$ cat config.mk
export PLATFORM = sky130hd
export DESIGN_NAME = alu_test_seq
export DESIGN_NICKNAME = d
export VERILOG_FILES = /design/src/rtl/alu_test_seq_pkg.sv /design/src/rtl/alu_test_seq_btn_conditioner.sv /design/src/rtl/alu_test_seq.sv
export SDC_FILE = /design/constraint.sdc
export NUM_CORES = 1
export LEC_CHECK = 0
export CAP_MARGIN = 15
export CORE_MARGIN = 2
export CORE_UTILIZATION = 28
export DETAILED_ROUTE_END_ITERATION = 16
export HOLD_SLACK_MARGIN = 0.05
export MAX_ROUTING_LAYER = met4
export PLACE_DENSITY = 0.57
export SYNTH_ARGS = -nofsm -noshare
export SYNTH_HDL_FRONTEND = slang
export SYNTH_SLANG_ARGS = --single-unit
$ cat constraint.sdc
create_clock -name clk -period 6.3 [get_ports clk]
set_clock_uncertainty 0.05 [all_clocks]
set_input_delay 1.26 -clock clk [delete_from_list [all_inputs] [get_ports clk]]
set_output_delay 1.26 -clock clk [all_outputs]
set_load 0.05 [all_outputs]
$ cat src/rtl/alu_test_seq_pkg.sv
// alu_test_pkg: shared state encoding, opcode width, flag and button indices for alu_test_seq.
package alu_test_pkg;
   localparam int OP_W     = 3;
   localparam int FLAG_C   = 0;
   localparam int FLAG_Z   = 1;
   localparam int FLAG_V   = 2;
   localparam int BTN_WR   = 0;
   localparam int BTN_NEXT = 1;
   localparam int BTN_CLR  = 2;
   localparam int BTN_DISP = 3;
   typedef enum logic [1:0] {LOAD_A = 2'd0, LOAD_B = 2'd1, LOAD_OP = 2'd2, SHOW = 2'd3} state_t;
endpackage

$ cat src/rtl/alu_test_seq_btn_conditioner.sv
// btn_conditioner: 2-flop synchroniser, optional debounce (ALU_TEST_SEQ_DEBOUNCE_EN), one-cycle press pulse.
module btn_conditioner #(
   parameter int DEBOUNCE_CYCLES = 16
) (
   input  logic clk,
   input  logic reset,
   input  logic i_btn,
   output logic o_level,
   output logic o_press
);
   logic r_s1, r_s2, r_valid, r_armed, w_rise;
   // a button already held when reset releases stays disarmed until it is seen low
   always_ff @(posedge clk) begin
      if (reset) begin
         r_s1    <= 1'b0;
         r_s2    <= 1'b0;
         r_valid <= 1'b0;
         r_armed <= 1'b0;
      end else begin
         r_s1    <= i_btn;
         r_s2    <= r_s1;
         r_valid <= 1'b1;
         r_armed <= r_armed | (r_valid & ~r_s1);
      end
   end
`ifdef ALU_TEST_SEQ_DEBOUNCE_EN
   localparam int CW = $clog2(DEBOUNCE_CYCLES + 1);
   logic [CW-1:0] r_cnt;
   logic          r_level, w_accept;
   assign w_accept = (r_s2 != r_level) && (r_cnt == CW'(DEBOUNCE_CYCLES - 1));
   always_ff @(posedge clk) begin
      if (reset) begin
         r_cnt   <= '0;
         r_level <= 1'b0;
      end else if (r_s2 == r_level) begin
         r_cnt <= '0;
      end else if (w_accept) begin
         r_level <= r_s2;
         r_cnt   <= '0;
      end else begin
         r_cnt <= r_cnt + 1'b1;
      end
   end
   assign w_rise  = w_accept & r_s2;
   assign o_level = r_level;
`else
   logic r_prev;
   always_ff @(posedge clk) r_prev <= reset ? 1'b0 : r_s2;
   assign w_rise  = r_s2 & ~r_prev;
   assign o_level = r_s2;
`endif
   assign o_press = w_rise & r_armed;
endmodule

$ cat src/rtl/alu_test_seq.sv
// alu_test_seq: button/switch front end that loads operands and opcode for an external ALU and shows the result.
// Define ALU_TEST_SEQ_DEBOUNCE_EN to add per-button debouncing.
module alu_test_seq
   import alu_test_pkg::*;
#(
   parameter int WIDTH           = 32,
   parameter int SW_W            = 4,
   parameter int DEBOUNCE_CYCLES = 16
) (
   input  logic             clk,
   input  logic             reset,
   input  logic [SW_W-1:0]  sw,
   input  logic [3:0]       btn,
   output logic [WIDTH-1:0] operandA,
   output logic [WIDTH-1:0] operandB,
   output logic [OP_W-1:0]  command,
   input  logic [WIDTH-1:0] result,
   input  logic             carryout,
   input  logic             zero,
   input  logic             overflow,
   output logic [SW_W-1:0]  led,
   output logic [2:0]       flags,
   output logic [1:0]       stage
);
   localparam int NCHUNK = WIDTH / SW_W;
   localparam int PW     = NCHUNK > 1 ? $clog2(NCHUNK) : 1;
   state_t           r_state, w_next;
   logic [PW-1:0]    r_ptr, w_ptr_inc;
   logic [WIDTH-1:0] r_res;
   logic [2:0]       r_flags;
   logic [SW_W-1:0]  r_led;
   logic [3:0]       w_press, w_level_unused;
   logic             w_clr, w_nxt, w_wr, w_disp, w_load;
   for (genvar b = 0; b < 4; b++) begin : g_btn
      btn_conditioner #(.DEBOUNCE_CYCLES(DEBOUNCE_CYCLES)) u_cond (
         .clk     (clk),
         .reset   (reset),
         .i_btn   (btn[b]),
         .o_level (w_level_unused[b]),
         .o_press (w_press[b])
      );
   end
   // one action per cycle: clear > next > write > display
   assign w_clr     = w_press[BTN_CLR];
   assign w_nxt     = w_press[BTN_NEXT] & ~w_clr;
   assign w_wr      = w_press[BTN_WR] & ~w_clr & ~w_press[BTN_NEXT];
   assign w_disp    = w_press[BTN_DISP] & ~w_clr & ~w_nxt & ~w_wr;
   assign w_load    = (r_state == LOAD_A) || (r_state == LOAD_B);
   assign w_ptr_inc = (r_ptr == PW'(NCHUNK - 1)) ? '0 : r_ptr + 1'b1;
   always_ff @(posedge clk) begin
      if (reset) r_state <= LOAD_A;
      else       r_state <= w_next;
   end
   always_comb begin
      w_next = w_clr ? LOAD_A : w_nxt ? state_t'(r_state + 2'd1) : r_state;
   end
   always_ff @(posedge clk) begin
      if (reset || w_clr) begin
         operandA <= '0;
         operandB <= '0;
         command  <= '0;
         r_ptr    <= '0;
         r_res    <= '0;
         r_flags  <= '0;
         r_led    <= '0;
      end else begin
         if (w_wr && r_state == LOAD_A) operandA[r_ptr*SW_W +: SW_W] <= sw;
         if (w_wr && r_state == LOAD_B) operandB[r_ptr*SW_W +: SW_W] <= sw;
         if (w_wr && r_state == LOAD_OP) command <= sw[OP_W-1:0];
         if (w_nxt && r_state == LOAD_OP) begin
            r_res           <= result;
            r_flags[FLAG_C] <= carryout;
            r_flags[FLAG_Z] <= zero;
            r_flags[FLAG_V] <= overflow;
         end
         r_ptr <= w_nxt ? '0 : ((w_wr && w_load) || (w_disp && r_state == SHOW)) ? w_ptr_inc : r_ptr;
         r_led <= (r_state == LOAD_OP) ? SW_W'(command) : (r_state == SHOW) ? r_res[r_ptr*SW_W +: SW_W] : sw;
      end
   end
   assign led   = r_led;
   assign flags = r_flags;
   assign stage = r_state;
endmodule

# Word-level counts from Yosys, hierarchy flattened

Index checks and enable logic that the tools add are counted.
Widths: inputs -> output; s select.

Reductions and logical operators: 13
Shift operators: 3
Bitwise operators: 34
$add $sub $neg: 3
Equality and inequality tests: 4
Mux-type cells: 6

Operator list:

| operator                | number |
|---|---|
| $bwmux 32               | 2 |
| $neg 5->34              | 1 |
| $shift 4x34->32 const A | 1 |
| $shiftx 4x34->32        | 1 |
| $shiftx 32x6->4         | 1 |
| $and 1x1->1             | 18 |
| $not 1->1               | 12 |
| $logic_and 1x1->1       | 6 |
| $mux 3                  | 2 |
| $reduce_or 2->1         | 3 |
| $eq 2x2->1 const B      | 2 |
| $mux 4                  | 1 |
| $or 1x1->1              | 4 |
| $add 3x1->3 const B     | 1 |
| $eq 3x3->1 const B      | 1 |
| $logic_or 1x1->1        | 3 |
| $add 2x1->2 const B     | 1 |
| $eq 2x1->1 const B      | 1 |
| $logic_not 2->1         | 1 |
| $mux 1                  | 1 |

Flip-flop bits (word level): 128
Logic and storage cells: 89
Output and inout port bits: 76
Bits of input ports: 45

# Depth between registers and ports, before layout

Gate-level depths: netlist (run 1).

Depth in word-level cells: 10
Mapped depth: 10
Depth with buffers taken out: 7

# Hierarchy

From an unflattened synthesis (run 1), not the netlist that was laid out.

Cell total of the unflattened synthesis: 565
Area, all modules: 5187.5 um^2

Modules (own cells, without submodules):

| module          | cells each | area each (um^2) | instances | seq. area each (um^2) |
|---|---|---|---|---|
| alu_test_seq    | 513        | 4611.9           | 1         | 2222.1 |
| btn_conditioner | 13         | 143.9            | 4         | 100.1 |

# Least setup slack after synthesis (run 1)

Ideal clock, no wire load.

Path kind: reg2reg
Start point: reg r_ptr[0]
End point: reg operandB[23]
Library setup time: 73 ps
Cell stages (with the launch flop): 10
Arrival: 2319 ps
Slack: 3858 ps
Buffers on the path: 3
Period minus slack after synthesis: 2442 ps
Required time: 6177 ps
Cell sequence: dfxtp_1 buf_4 buf_6 inv_1 ha_1 ha_1 or4_4 buf_6 nor2_8 mux2i_1

Word-level cells in the longest chain between the ends: 3
Elaborated cells on any way between the ends: 4
Those cells by class: add/sub: 1; shift: 2; mux: 1

Ends and longest elaborated chain:

| what                                                | line               | source |
|---|---|---|
| from (decl)                                         | alu_test_seq.sv:28 | `logic [PW-1:0] r_ptr, w_ptr_inc;` |
| from (signal assigned)                              | alu_test_seq.sv:76 | `r_ptr <= w_nxt ? '0 : ((w_wr && w_load) \|\| (w_disp && r_state == SHOW)) ? w_ptr_inc : r_ptr;` |
| $neg 5->34 (*)                                      | alu_test_seq.sv:68 | `if (w_wr && r_state == LOAD_B) operandB[r_ptr*SW_W +: SW_W] <= sw;` |
| $shiftx 4x34->32 or $shift 4x34->32 (tied branches) | alu_test_seq.sv:68 |  |
| $bwmux 32 (*)                                       | alu_test_seq.sv:68 |  |
| to (signal, indexed assignment)                     | alu_test_seq.sv:68 |  |
| to (decl)                                           | alu_test_seq.sv:15 | `output logic [WIDTH-1:0] operandB,` |

Mark *: on every way between the ends. The rest lies on a longest branch, timed or not.
A chain may end at the register's enable or synchronous reset.

# Final worst setup path (run 1)

Start point: in reset
End point: reg operandA[29]

Word-level cells in the longest chain between the ends: 1

Ends and longest elaborated chain:

| what                            | line               | source |
|---|---|---|
| from (decl)                     | alu_test_seq.sv:11 | `input logic reset,` |
| $logic_or 1x1->1                | alu_test_seq.sv:58 | `if (reset \|\| w_clr) begin` |
| to (signal, indexed assignment) | alu_test_seq.sv:67 | `if (w_wr && r_state == LOAD_A) operandA[r_ptr*SW_W +: SW_W] <= sw;` |
| to (decl)                       | alu_test_seq.sv:14 | `output logic [WIDTH-1:0] operandA,` |

No other way between the ends.

==> key figures, run 1 <==
GRT
  – GR Overflow Total: 0
  – Pin count of the biggest net entering global routing: 45
  – Global Route Usage Sum: 0.1507
  – Initial antenna violation count: 0
  – First-pass GRT wire length: 22960 um
  – Vias in the first global route: 4413

CTS
  – Worst-path clk slew: 60 ps
  – Clk root buf: clkbuf_16
  – Hold_buf cts: 0
  – Post-CTS sizing: 0
  – CTS tree: yes
  – CTS H-tree lvls: 4
  – Clock tree buffer depth: 2
  – Clock sink count: 128
  – Clock insertion delay at the later pin of the skew report: 410 ps
  – Post-CTS setup buffers: 0
  – Inserted Clock Buffers: 17

Logic synthesis
  – Syn nets: 621
  – Cell type with the largest total area after synthesis: dfxtp_1
  – Sequential fraction of the synthesis area: 0.4853
  – Number of synthesized flops with an enable pin: 0
  – Synthesis-stage register bit count: 128
  – Synth top cells by count: nand2_1, dfxtp_1, mux2i_1
  – Syn Std Cell Area: 5280 um^2
  – Synth top area cells: dfxtp_1, mux2i_1, nand2_1
  – Synthesized area per cell: 9.362 um^2
  – Cell with the most instances after synthesis: nand2_1
  – Synth Instances: 564
  – Distinct cells, synth: 39
  – Top cell type's share of synthesized area: 0.4853
  – Ys flop type: dfxtp_1
  – Yosys warns: 0
  – Post-synth ARST share: 0

Placement
  – RD Place Congestion: 0.7796
  – Placed insts: 889
  – DP HPWL: 10310 um
  – Port-buffer cells: 120

Floorplan
  – Rows: 50
  – Io pins: 121
  – DIE AREA: 19970 um^2
  – Core Footprint: 18580 um^2
  – Initial core utilization: 0.2842
  – Die height: 141.3 um
  – Die W: 141.3 um

Power
  – Worst vdd rail ir drop: 229.4 uV
  – NetSw: 431.6 uW
  – PD cells: 276.9 nW/um^2
  – Lkg Pwr: 0.002703 uW
  – Switching share of power: 0.2120
  – Clock power frac: 0.556
  – Int Pwr: 1604 uW
  – Comb pwr share: 0.040
  – Reg power frac: 0.403

Drt
  – Antenna viol nets, final: 0
  – Post-detailed-route wirelength per cell: 15.36 um
  – Vias: 4332
  – Via density per instance: 4.698
  – Remaining DRCs: 0
  – DRT iter0 DRCs: 166
  – Drt first pass iters: 4
  – Routed WL: 14160 um

Timing
  – Worst rel slew slack: 0.4242
  – Min Clock Period, post-route: 3466 ps
  – Fin. max-slew vios: 0
  – Final period util: 0.5502
  – Achievable clock frequency: 0.2885 GHz
  – Final hold viol count: 0
  – Setup TNS: 0 ps
  – Unrepaired setup endpoints after global routing: false
  – Final setup fails: 0
  – Worst slew pin tran: 861.0 ps

Setup path
  – Crit path DAT: 3750 ps
  – Worst r2r path cells: 7
  – Max FO, Critical Path: 40
  – WP data required: 6580 ps
  – WS Path Type: in -> reg
  – Crit. End Element: register
  – CP Launch Type: input pin

Cells and area
  – Fillers: 1809
  – Area taken by multi-input logic gates: 2530 um^2
  – Register area: 2562 um^2
  – Share of cells above drive strength 1: 0.07994
  – P&R area growth vs syn: 39.22%
  – # nets final: 732
  – Post-route insts no fill: 922
  – Number of diodes: 0

Min path
  – Classification of the worst-slack hold path: reg -> reg
  – Hold path cells: 2

Outcome
  – Outcome: finished, final reports clean

Flow run
  – Maxcap violations: 0
## stage by stage
stage	cell area, um^2	power (uW)	hold WS, ps	setup slack (ps)	util
5_1_grt	7351	2102	409.8	2589	0.3956
6_report	7351	2035	383.2	2834	0.3956
4_1_cts	7336	2054	389.5	2827	0.3948
2_1_floorplan	5280	877.2	360.0	3858	-
3_3_place_gp	6654	920.3	372.8	2581	0.3581
3_5_place_dp	6654	920.9	381.4	2427	0.3581
## power by group through the flow
stage	logic (uW)	clock network [uW]	registers, uW
final	81.8	1130	821
after CTS	82.4	1150	821
after detailed placement	81.9	0	839
after global placement	81.5	0	839
after global routing	88.9	1190	822
after floorplan	32.2	0	845
## layer usage
| layer | vias to the layer above | global-route usage | share of wire |
|---|---|---|---|
| met1 | 2037 | 0.1816 | 0.46 |
| met2 | 139 | 0.2384 | 0.47 |
| li1 | 2140 | - | - |
| met3 | 16 | 0.04860 | 0.060 |
| met5 | - | - | 0 |
| met4 | 0 | 0.05211 | 0.012 |
## layout make-up
class | instances | share of cell area
sequential | 128 | 0.3486
clock buffer | 17 | 0.05787
tap | 234 | 0.03983
timing repair buffer | 125 | 0.1695
multi-input combinational | 393 | 0.3442
clock inverter | 15 | 0.03489
inverter | 10 | 0.005106
## kinds of logic (layout without fill, tap and decap cells)
kind of cell | Yosys count | after routing | share of synthesized area
flip-flops | 128 | 128 | 0.4853
AO/OA/AOI/OAI | 71 | 71 | 0.07678
multiplexers | 69 | 69 | 0.1500
adder cells (fa/ha/maj) | 12 | 12 | 0.02844
XOR/XNOR | 1 | 1 | 0.001659
buffers and inverters | 43 | 167 | 0.03697
AND/OR/NAND/NOR | 240 | 240 | 0.2209
## sequential cells by signal, summed over array words and instances, names as in the netlist
register,cells
operandA,32
operandB,32
r_res,32
g_btn.u_cond.o_level,4
g_btn.u_cond.r_armed,4
g_btn.u_cond.r_prev,4
g_btn.u_cond.r_s1,4
led,4
command,3
flags,3
r_ptr,3
stage,2
g_btn.u_cond.r_valid,1
## critical path, cell delays in order
cell,delay [ps]
clkdlybuf4s50_1,850
nor2_4,870
buf_4,440
nand2_1,150
mux2i_1,160
## cells in the final DEF, fill, tap and decap left out, types with 2 or more instances in the layout
master and n:
ha_1 12, dfxtp_1 128, clkinvlp_4 2, buf_4 4
nand4_1 3, nand3b_1 7, mux2i_1 60, nor2_8 6
and4_1 3, nand4b_1 4, inv_6 4, o21ai_0 8
nor4_1 2, nand3_1 5, o21ai_1 3, and3b_1 3
nor2b_1 9, a311o_1 3, clkinv_4 3, nor2_1 25
o211ai_1 11, nand2_1 160, mux4_2 8, inv_1 10
clkdlybuf4s50_1 120, and3_1 2, nor3_1 2, clkbuf_16 17
a21oi_1 44, and4b_1 2, bufinv_16 6
## final timing paths
check                                           from                      end  slack (ps)
worst max-delay path                           reset             operandA[29]        2830
worst min-delay path            g_btn[1].u_cond.r_s1  g_btn[1].u_cond.o_level         380
worst max register to register              r_ptr[1]             operandA[13]        3350
worst min register to register  g_btn[1].u_cond.r_s1  g_btn[1].u_cond.o_level         380
No activity file was read; power rests on OpenSTA's default activity.
==> inputs of run 2 (changes only) <==
==> constraint.sdc (replaced) <==
create_clock -name clk -period 3.5 [get_ports clk]
set_clock_uncertainty 0.05 [all_clocks]
set_input_delay 0.7 -clock clk [delete_from_list [all_inputs] [get_ports clk]]
set_output_delay 0.7 -clock clk [all_outputs]
set_load 0.05 [all_outputs]
==> key figures, run 2 (synthesis gave the netlist of run 1 again) <==
Timing
  – Fin. max-slew vios: 0 (unchanged)
  – Unrepaired setup endpoints after global routing: false
  – Achievable clock frequency: 0.3502 GHz
  – Worst rel slew slack: 0.5532 (+0.1290)
  – Final hold viol count: 0 (unchanged)
  – Worst slew pin tran: 664.0 ps (-197.0 ps)
  – Min Clock Period, post-route: 2856 ps
  – Setup TNS: 0 ps (unchanged)
  – Final period util: 0.8160
  – Final setup fails: 0 (unchanged)

GRT
  – First-pass GRT wire length: 22190 um (-3.4%)
  – GR Overflow Total: 0 (unchanged)
  – Vias in the first global route: 4358 (-1.2%)
  – Global Route Usage Sum: 0.1463 (-0.004368)
  – Initial antenna violation count: 1 (+1)
  – Pin count of the biggest net entering global routing: 36 (-20%)

CTS
  – Post-CTS setup buffers: 0 (unchanged)
  – CTS tree: yes
  – CTS H-tree lvls: 4 (unchanged)
  – Clock insertion delay at the later pin of the skew report: 420 ps (about the same)
  – Clk root buf: clkbuf_16
  – Clock sink count: 128 (unchanged)
  – Hold_buf cts: 0 (unchanged)
  – Worst-path clk slew: 60 ps (about the same)
  – Inserted Clock Buffers: 17 (unchanged)
  – Post-CTS sizing: 0 (unchanged)
  – Clock tree buffer depth: 2 (unchanged)

Drt
  – Remaining DRCs: 0 (unchanged)
  – Via density per instance: 4.684 (-0.31%)
  – Vias: 4342 (+0.23%)
  – Post-detailed-route wirelength per cell: 15.16 um (-1.3%)
  – DRT iter0 DRCs: 153 (-7.8%)
  – Drt first pass iters: 4 (unchanged)
  – Antenna viol nets, final: 0 (unchanged)
  – Routed WL: 14050 um (-0.77%)

Power
  – PD cells: 457.9 nW/um^2 (+65%)
  – Reg power frac: 0.445 (+0.042)
  – Switching share of power: 0.2238 (+0.01179)
  – Int Pwr: 2582 uW (+61%)
  – Lkg Pwr: 0.002667 uW (-1.3%)
  – NetSw: 744.6 uW (+73%)
  – Clock power frac: 0.510 (-0.046)
  – Worst vdd rail ir drop: 354.3 uV (+54%)
  – Comb pwr share: 0.046 (+0.006)

Cells and area
  – # nets final: 736 (+0.55%)
  – Fin area: 7264 um^2 (-1.2%)
  – Fillers: 1833 (+1.3%)
  – P&R area growth vs syn: 37.58%
  – Area taken by multi-input logic gates: 2530 um^2 (unchanged)
  – Largest regs: operandA: 32 flops, operandB: 32 flops, r_res: 32 flops
  – Commonest non-fill, non-tap cell in the layout: nand2_1
  – Final core occ: 0.3910 (-0.004647)
  – Post-route insts no fill: 927 (+0.54%)
  – Share of cells above drive strength 1: 0.08526 (+0.005318)
  – Register area: 2562 um^2 (unchanged)
  – Most frequent cells in the layout: nand2_1, dfxtp_1, clkdlybuf4s50_1, mux2i_1, a21oi_1

Setup path
  – CP Launch Type: register
  – Crit. End Element: register
  – Flop2flop setup slack: 640 ps (-2710 ps)
  – Max FO, Critical Path: 14 (-65%)
  – Crit path DAT: 3140 ps (-610 ps)
  – WP data required: 3780 ps (-2800 ps)
  – WS Path Type: reg -> reg

Floorplan
  – Die W: 141.3 um (unchanged)
  – DIE AREA: 19970 um^2 (unchanged)
  – Die height: 141.3 um (unchanged)
  – Rows: 50 (unchanged)
  – Io pins: 121 (unchanged)
  – Core Footprint: 18580 um^2 (unchanged)
  – Initial core utilization: 0.2842 (unchanged)

Placement
  – Port-buffer cells: 120 (unchanged)
  – RD Place Congestion: 0.7968 (+2.2%)
  – Placed insts: 894 (+0.56%)
  – DP HPWL: 10400 um (+0.82%)
  – Placed inst area: 6691 um^2 (+0.56%)

Flow run
  – Maxcap violations: 0 (unchanged)

Outcome
  – Outcome: finished, final reports clean

Min path
  – Classification of the worst-slack hold path: reg -> reg
-- run 2: cell count changes in the layout (fill, tap and decap cells not counted), moves of 2 or more --
cell,before,now
inv_6,4,1
clkinv_2,0,6
bufinv_16,6,2
buf_4,4,9
clkinvlp_4,2,5
clkinv_4,3,1
-- run 2: critical path: stages, from the launching register on --
cell,delay [ps]
dfxtp_1,550
inv_1,220
ha_1,250
ha_1,340
o31a_1,180
nand3_1,400
nor2_1,520
mux2i_1,250
-- run 2: power by group through the flow --
stage               logic (uW)  registers, uW  clock network [uW]
global placement           151           1510                   0
detailed placement         152           1510                   0
floorplan                 58.0           1520                   0
global route               163           1480                1810
CTS                        153           1480                1730
finish                     152           1480                1700
-- run 2: worst paths after layout --
kind	start	endpoint	depth (start not counted)
worst max-delay path	r_ptr[1]	operandA[10]	7
worst min-delay path	g_btn[2].u_cond.r_s1	g_btn[2].u_cond.o_level	2
worst max register to register	r_ptr[1]	operandA[10]	7
worst min register to register	g_btn[2].u_cond.r_s1	g_btn[2].u_cond.o_level	2
-- run 2: through the flow --
step | worst slack [ps] | hold WS, ps | total power (uW)
after floorplan | 1058 | 360.0 | 1579
after global placement | 798.2 | 373.4 | 1661
after detailed placement | 686.5 | 376.5 | 1663
after CTS | 657.6 | 379.7 | 3360
after global routing | 429.7 | 398.5 | 3453
final | 644.1 | 376.7 | 3326
-- run 2: layout make-up --
| class | instances | area share |
|---|---|---|
| clock buffers | 17 | 0.05856 |
| multi-input cells | 393 | 0.3483 |
| inverters | 10 | 0.005167 |
| well taps | 234 | 0.04030 |
| clock inverters | 15 | 0.01998 |
| diodes | 1 | 0.0003445 |
| repair buffers | 129 | 0.1746 |
| flip-flops and latches | 128 | 0.3527 |
-- run 2: metal layers --
metal  vias to the layer above  GRT usage  part of all wire  wire length (um)
li1                       2152          -                 -                 -
met1                      2029     0.1817              0.47              6596
met2                       143     0.2294              0.46              6424
met3                        18    0.04185             0.059               835
met4                         0    0.04947             0.014               197
met5                         -          -                 0                 0
